==> src/rtl/fp32_pkg.sv <==
// Shared binary32 definitions: field layout, special encodings and
// operand classification helpers used by the multiplier datapath.
package fp32_pkg;

    typedef struct packed {
        logic        sign;
        logic [7:0]  exp;
        logic [22:0] frac;
    } fp32_t;

    localparam logic signed [9:0] BIAS    = 10'sd127;
    localparam logic [7:0]        EXP_MAX = 8'hFF;
    localparam logic [31:0]       QNAN    = 32'h7FC0_0000;
    localparam logic [31:0]       POS_INF = 32'h7F80_0000;
    localparam logic [31:0]       NEG_INF = 32'hFF80_0000;

    function automatic logic is_nan(input fp32_t x);
        return (x.exp == EXP_MAX) && (x.frac != '0);
    endfunction

    function automatic logic is_inf(input fp32_t x);
        return (x.exp == EXP_MAX) && (x.frac == '0);
    endfunction

    // Subnormals are flushed, so any zero exponent counts as zero.
    function automatic logic is_zero(input fp32_t x);
        return (x.exp == '0);
    endfunction

    function automatic logic [31:0] signed_inf(input logic sign);
        return sign ? NEG_INF : POS_INF;
    endfunction

endpackage

==> src/rtl/fp32_round_norm.sv <==
// Normalizes a 48-bit significand product, rounds to nearest-even and
// saturates the exponent to infinity or flushes to zero when out of range.
module fp32_round_norm (
    input  logic [47:0]       prod,
    input  logic signed [9:0] exp_in,
    output logic [7:0]        exp_out,
    output logic [22:0]       frac_out,
    output logic              overflow,
    output logic              underflow
);

    logic [23:0]       mant;
    logic              guard;
    logic              round_bit;
    logic              sticky;
    logic              round_up;
    logic [24:0]       mant_rnd;
    logic signed [9:0] exp_norm;
    logic signed [9:0] exp_final;

    // A product of two [1,2) significands lies in [1,4): at most one shift.
    always_comb begin
        // NOTE: every signal assigned here gets a default first so no path leaves it holding a value (a latch).
        mant      = '0;
        guard     = 1'b0;
        round_bit = 1'b0;
        sticky    = 1'b0;
        if (prod[47]) begin
            mant      = prod[47:24];
            guard     = prod[23];
            round_bit = prod[22];
            sticky    = |prod[21:0];
        end else begin
            mant      = prod[46:23];
            guard     = prod[22];
            round_bit = prod[21];
            sticky    = |prod[20:0];
        end
    end

    assign exp_norm = exp_in + $signed({9'b0, prod[47]});

    assign round_up = guard && (round_bit || sticky || mant[0]);
    assign mant_rnd = {1'b0, mant} + {24'b0, round_up};

    // Carry-out means the mantissa rounded up to 2.0: fraction is all zeros.
    assign exp_final = exp_norm + $signed({9'b0, mant_rnd[24]});

    always_comb begin
        overflow  = 1'b0;
        underflow = 1'b0;
        exp_out   = exp_final[7:0];
        frac_out  = mant_rnd[24] ? mant_rnd[23:1] : mant_rnd[22:0];
        if (exp_final >= 10'sd255) begin
            overflow = 1'b1;
            exp_out  = 8'hFF;
            frac_out = '0;
        end else if (exp_final <= 10'sd0) begin
            underflow = 1'b1;
            exp_out   = '0;
            frac_out  = '0;
        end
    end

endmodule

==> src/rtl/mult.sv <==
// Single-cycle binary32 multiplier: classifies operands, selects special
// results, and registers the product together with range flags.
module mult
    import fp32_pkg::*;
(
    input  logic        clk,
    input  logic        rst,
    input  logic [31:0] A,
    input  logic [31:0] B,
    output logic [31:0] result,
    output logic        overflow,
    output logic        underflow
);

    fp32_t             a_f;
    fp32_t             b_f;
    logic              sign;
    logic              nan_a, nan_b, inf_a, inf_b, zero_a, zero_b;
    logic [47:0]       prod;
    logic signed [9:0] exp_sum;
    logic [7:0]        rn_exp;
    logic [22:0]       rn_frac;
    logic              rn_ovf;
    logic              rn_unf;
    logic [31:0]       result_d;
    logic              overflow_d;
    logic              underflow_d;

    assign a_f  = fp32_t'(A);
    assign b_f  = fp32_t'(B);
    assign sign = a_f.sign ^ b_f.sign;

    assign nan_a  = is_nan(a_f);
    assign nan_b  = is_nan(b_f);
    assign inf_a  = is_inf(a_f);
    assign inf_b  = is_inf(b_f);
    assign zero_a = is_zero(a_f);
    assign zero_b = is_zero(b_f);

    assign prod    = {24'b0, 1'b1, a_f.frac} * {24'b0, 1'b1, b_f.frac};
    assign exp_sum = $signed({2'b0, a_f.exp}) + $signed({2'b0, b_f.exp}) - BIAS;

    fp32_round_norm u_round_norm (
        .prod      (prod),
        .exp_in    (exp_sum),
        .exp_out   (rn_exp),
        .frac_out  (rn_frac),
        .overflow  (rn_ovf),
        .underflow (rn_unf)
    );

    // Special cases take priority; the rounded product is used only for finite nonzero pairs.
    always_comb begin
        result_d    = '0;
        overflow_d  = 1'b0;
        underflow_d = 1'b0;
        if (nan_a || nan_b) begin
            result_d = QNAN;
        end else if ((inf_a && zero_b) || (zero_a && inf_b)) begin
            result_d = QNAN;
        end else if (inf_a || inf_b) begin
            result_d = signed_inf(sign);
        end else if (zero_a || zero_b) begin
            result_d = {sign, 31'b0};
        end else begin
            result_d    = {sign, rn_exp, rn_frac};
            overflow_d  = rn_ovf;
            underflow_d = rn_unf;
        end
    end

    always_ff @(posedge clk or posedge rst) begin
        if (rst) begin
            result    <= '0;
            overflow  <= 1'b0;
            underflow <= 1'b0;
        end else begin
            // NOTE: registers use non-blocking assignments so every flop samples pre-edge values.
            result    <= result_d;
            overflow  <= overflow_d;
            underflow <= underflow_d;
        end
    end

endmodule

==> config.mk <==
export PLATFORM = sky130hd
export DESIGN_NAME = mult
export DESIGN_NICKNAME = d
export VERILOG_FILES = /design/src/rtl/fp32_pkg.sv /design/src/rtl/fp32_round_norm.sv /design/src/rtl/mult.sv
export SDC_FILE = /design/constraint.sdc
export NUM_CORES = 2
export LEC_CHECK = 0
export ABC_CLOCK_PERIOD_IN_PS = 1200
export CORE_AREA = 2 2 215 217
export DETAILED_ROUTE_END_ITERATION = 8
export DIE_AREA = 0 0 217 219
export GPL_TIMING_DRIVEN = 0
export PLACE_DENSITY = 0.73
export REMOVE_ABC_BUFFERS = 1
export SYNTH_ARGS = -nofsm -noshare
export SYNTH_HDL_FRONTEND = slang
export SYNTH_SLANG_ARGS = --single-unit
==> constraint.sdc <==
create_clock -name clk -period 1.2 [get_ports clk]
set_input_delay 0.12 -clock clk [delete_from_list [all_inputs] [get_ports clk]]
set_output_delay 0.12 -clock clk [all_outputs]
set_load 0.1 [all_outputs]
==> metrics.cfg <==
[run_status]
outcome = finished with violations
violations = negative setup slack

[route]
num_vias = 19300
drtIter0Drc = 1725
wire_per_inst_um = 21.3
drcViolationCount = 0
viasPerCell = 5.78
antenna_left = 0
drtPass1Iterations = 6
wl_um = 71300

[synth]
yosysTopAreaCell = fa_1
synth_cell_types = 96
synth_area_leaders = fa_1 43%, ha_1 11%, inv_1 10%
yosysMostFrequentCell = inv_1
synthArstFlopShare = 1.00
netlist_area_sq_um = 22500
synth_common_cells = 611 x inv_1, 484 x fa_1, 339 x nand2_1, 247 x and2_1, 189 x ha_1
ys_seq_elements = 34
synthFlopType = dfrtp_1
synth.avg_cell_area_sq_um = 8.54
synth_warnings = 0
synth-edff-count = 0
yosysSeqAreaShare = 0.0379
yosysTopAreaCellShare = 0.431
synth_cells = 2629

[cts]
clockBufferDepth = 2
cts_sinks = 34
path_clk_slew_ps = 50
cts_made_buffers = 5
ctsHoldBuffers = 0
cts_root_buffer = clkbuf_16
tritoncts = yes
h-tree-depth = 2

[global_routing]
antenna_found_initial = 0
grt_max_degree = 35
grt_overflow_total = 0
grt_pass1_vias = 20800
track_usage = 0.303
grt_pass1_wl_um = 113000

[sta]
tightest_slew_ps = 1040
fmax_mhz = 94.6
min_period_ps = 10570
maxSlewHeadroom = 0.305
finalHoldViolCount = 0
drv_slew = 0
setup_viol = 34
fin_tns_setup_ps = -301630
rsz0062_at_grt = yes
fin_ws_ps = -9370
timing.final.crit_share = 8.81

[worst_setup_path]
crit_required_ps = 1340
critPathLaunch = A[16]
worstPathArrival_ps = 10710
path_class = input port to flop
crit_end = result[22]
critPathCaptureType = flop
critPathSlowestCell = fa_1
cp-start-kind = input port
cp_common_cell = fa_1
crit_fanout = 25
cpPeakStageDelay_ps = 590

[floorplan]
coreArea_sq_um = 45100
die-width_um = 217
num_rows = 78
fp.dieH_um = 219
initial_utilization = 0.498
ios = 100
die_area_sq_um = 47500

[cells_and_area]
area.sequential_sq_um = 851
n_antenna_cell = 0
drive_above_1_share = 0.166
multi_input_area_sq_um = 19900
nets = 3484
syn2layout_area_growth_pct = 19.6
n_fill_cell = 3733

[flow_run]
cap_violations = 0

[placed_design]
numPortBuffers = 99
place_congestion = 0.913
dpl.hpwl_um = 47800

[worst_hold_path]
min_path_type = input port to asynchronous set/reset pin

==> critical path: cells and delay by family <==
kind / cells / cell delay [ps]
AO/OA/AOI/OAI: 7 / 1510
buffers and inverters: 12 / 1280
adder cells (fa/ha/maj): 11 / 4750
AND/OR/NAND/NOR: 14 / 2540
XOR/XNOR: 1 / 170
multiplexers: 1 / 280
==> routing by layer <==
metal	vias up	wire length (um)	track usage	share of wire
li1	8239	-	-	-
met1	9710	26500	0.385	0.37
met2	1112	33300	0.501	0.47
met3	273	7510	0.0665	0.11
met4	0	4010	0.130	0.056
met5	-	0	0	0
==> worst min path at each step <==
stage / cells past startpoint / from / slack [ps] / end
6_report: 2 / rst / 300 / result[25]
5_1_grt: 2 / rst / 380 / result[24]
4_1_cts: 2 / rst / 310 / result[27]
3_5_place_dp: 3 / A[31] / 760 / result[31]
3_3_place_gp: 3 / A[31] / 740 / result[31]
2_1_floorplan: 1 / rst / 260 / overflow
==> cell type report <==
type,instances,share of cell area
multi-input cells,1869,0.742
inverters,614,0.0885
well taps,600,0.0279
repair buffers,220,0.103
flip-flops and latches,34,0.0317
repair inverters,1,0.000186
clock inverters,3,0.00256
clock buffers,5,0.00466
==> registers in the layout (all words and copies together) (netlist names) <==
register   count
result        32
overflow       1
underflow      1
==> stage by stage <==
stage | instances | util | area [sq um] | hold WS [ps] | setup WS, ps
floorplan | 2514 | - | 22000 | 262 | -10390
global placement | 3213 | 0.526 | 23700 | 745 | -14770
detailed placement | 3213 | 0.526 | 23700 | 755 | -14330
CTS | 3312 | 0.579 | 26100 | 314 | -9190
global route | 3346 | 0.596 | 26900 | 375 | -9700
finish | 3346 | 0.596 | 26900 | 297 | -9370
==> placed cells by master, fill, tap and decap left out, types with 14 or more instances in the layout <==
cell and n:
ha_1 169, clkdlybuf4s50_1 19, dfrtp_1 34, buf_16 27, and2_1 232, a21oi_1 62
nand4_1 31, xnor2_1 38, o21ai_0 34, nor3_1 22, nor2_1 82, inv_2 16
buf_4 84, fa_1 471, buf_6 19, nand2_1 324, o21ai_2 24, ha_4 14
nor2_4 14, and2_4 16, buf_2 32, nand3_1 32, inv_1 583, xor2_1 22
==> cells by family (layout without fill, tap and decap cells) <==
| family | after synthesis | after routing | synth area share |
|---|---|---|---|
| AOI/OAI and AO/OA | 261 | 261 | 0.0804 |
| xor gates and xnor gates | 65 | 65 | 0.0253 |
| adders and majority gates | 673 | 673 | 0.537 |
| buffers and inverters | 729 | 843 | 0.124 |
| DFF | 34 | 34 | 0.0379 |
| muxes | 7 | 7 | 0.00318 |
| and+or+nand+nor | 860 | 863 | 0.193 |
==> timing repair <==
action,4_1_cts,5_1_grt
resized for setup,796,106
buffers inserted,76,30
cloned,16,7
endpoints found under the setup margin,102,36
pin swaps,100,75
Power is left out: the tool's default activity adds up to more than one toggle a clock period on the data nets, which glitch-free logic cannot reach.
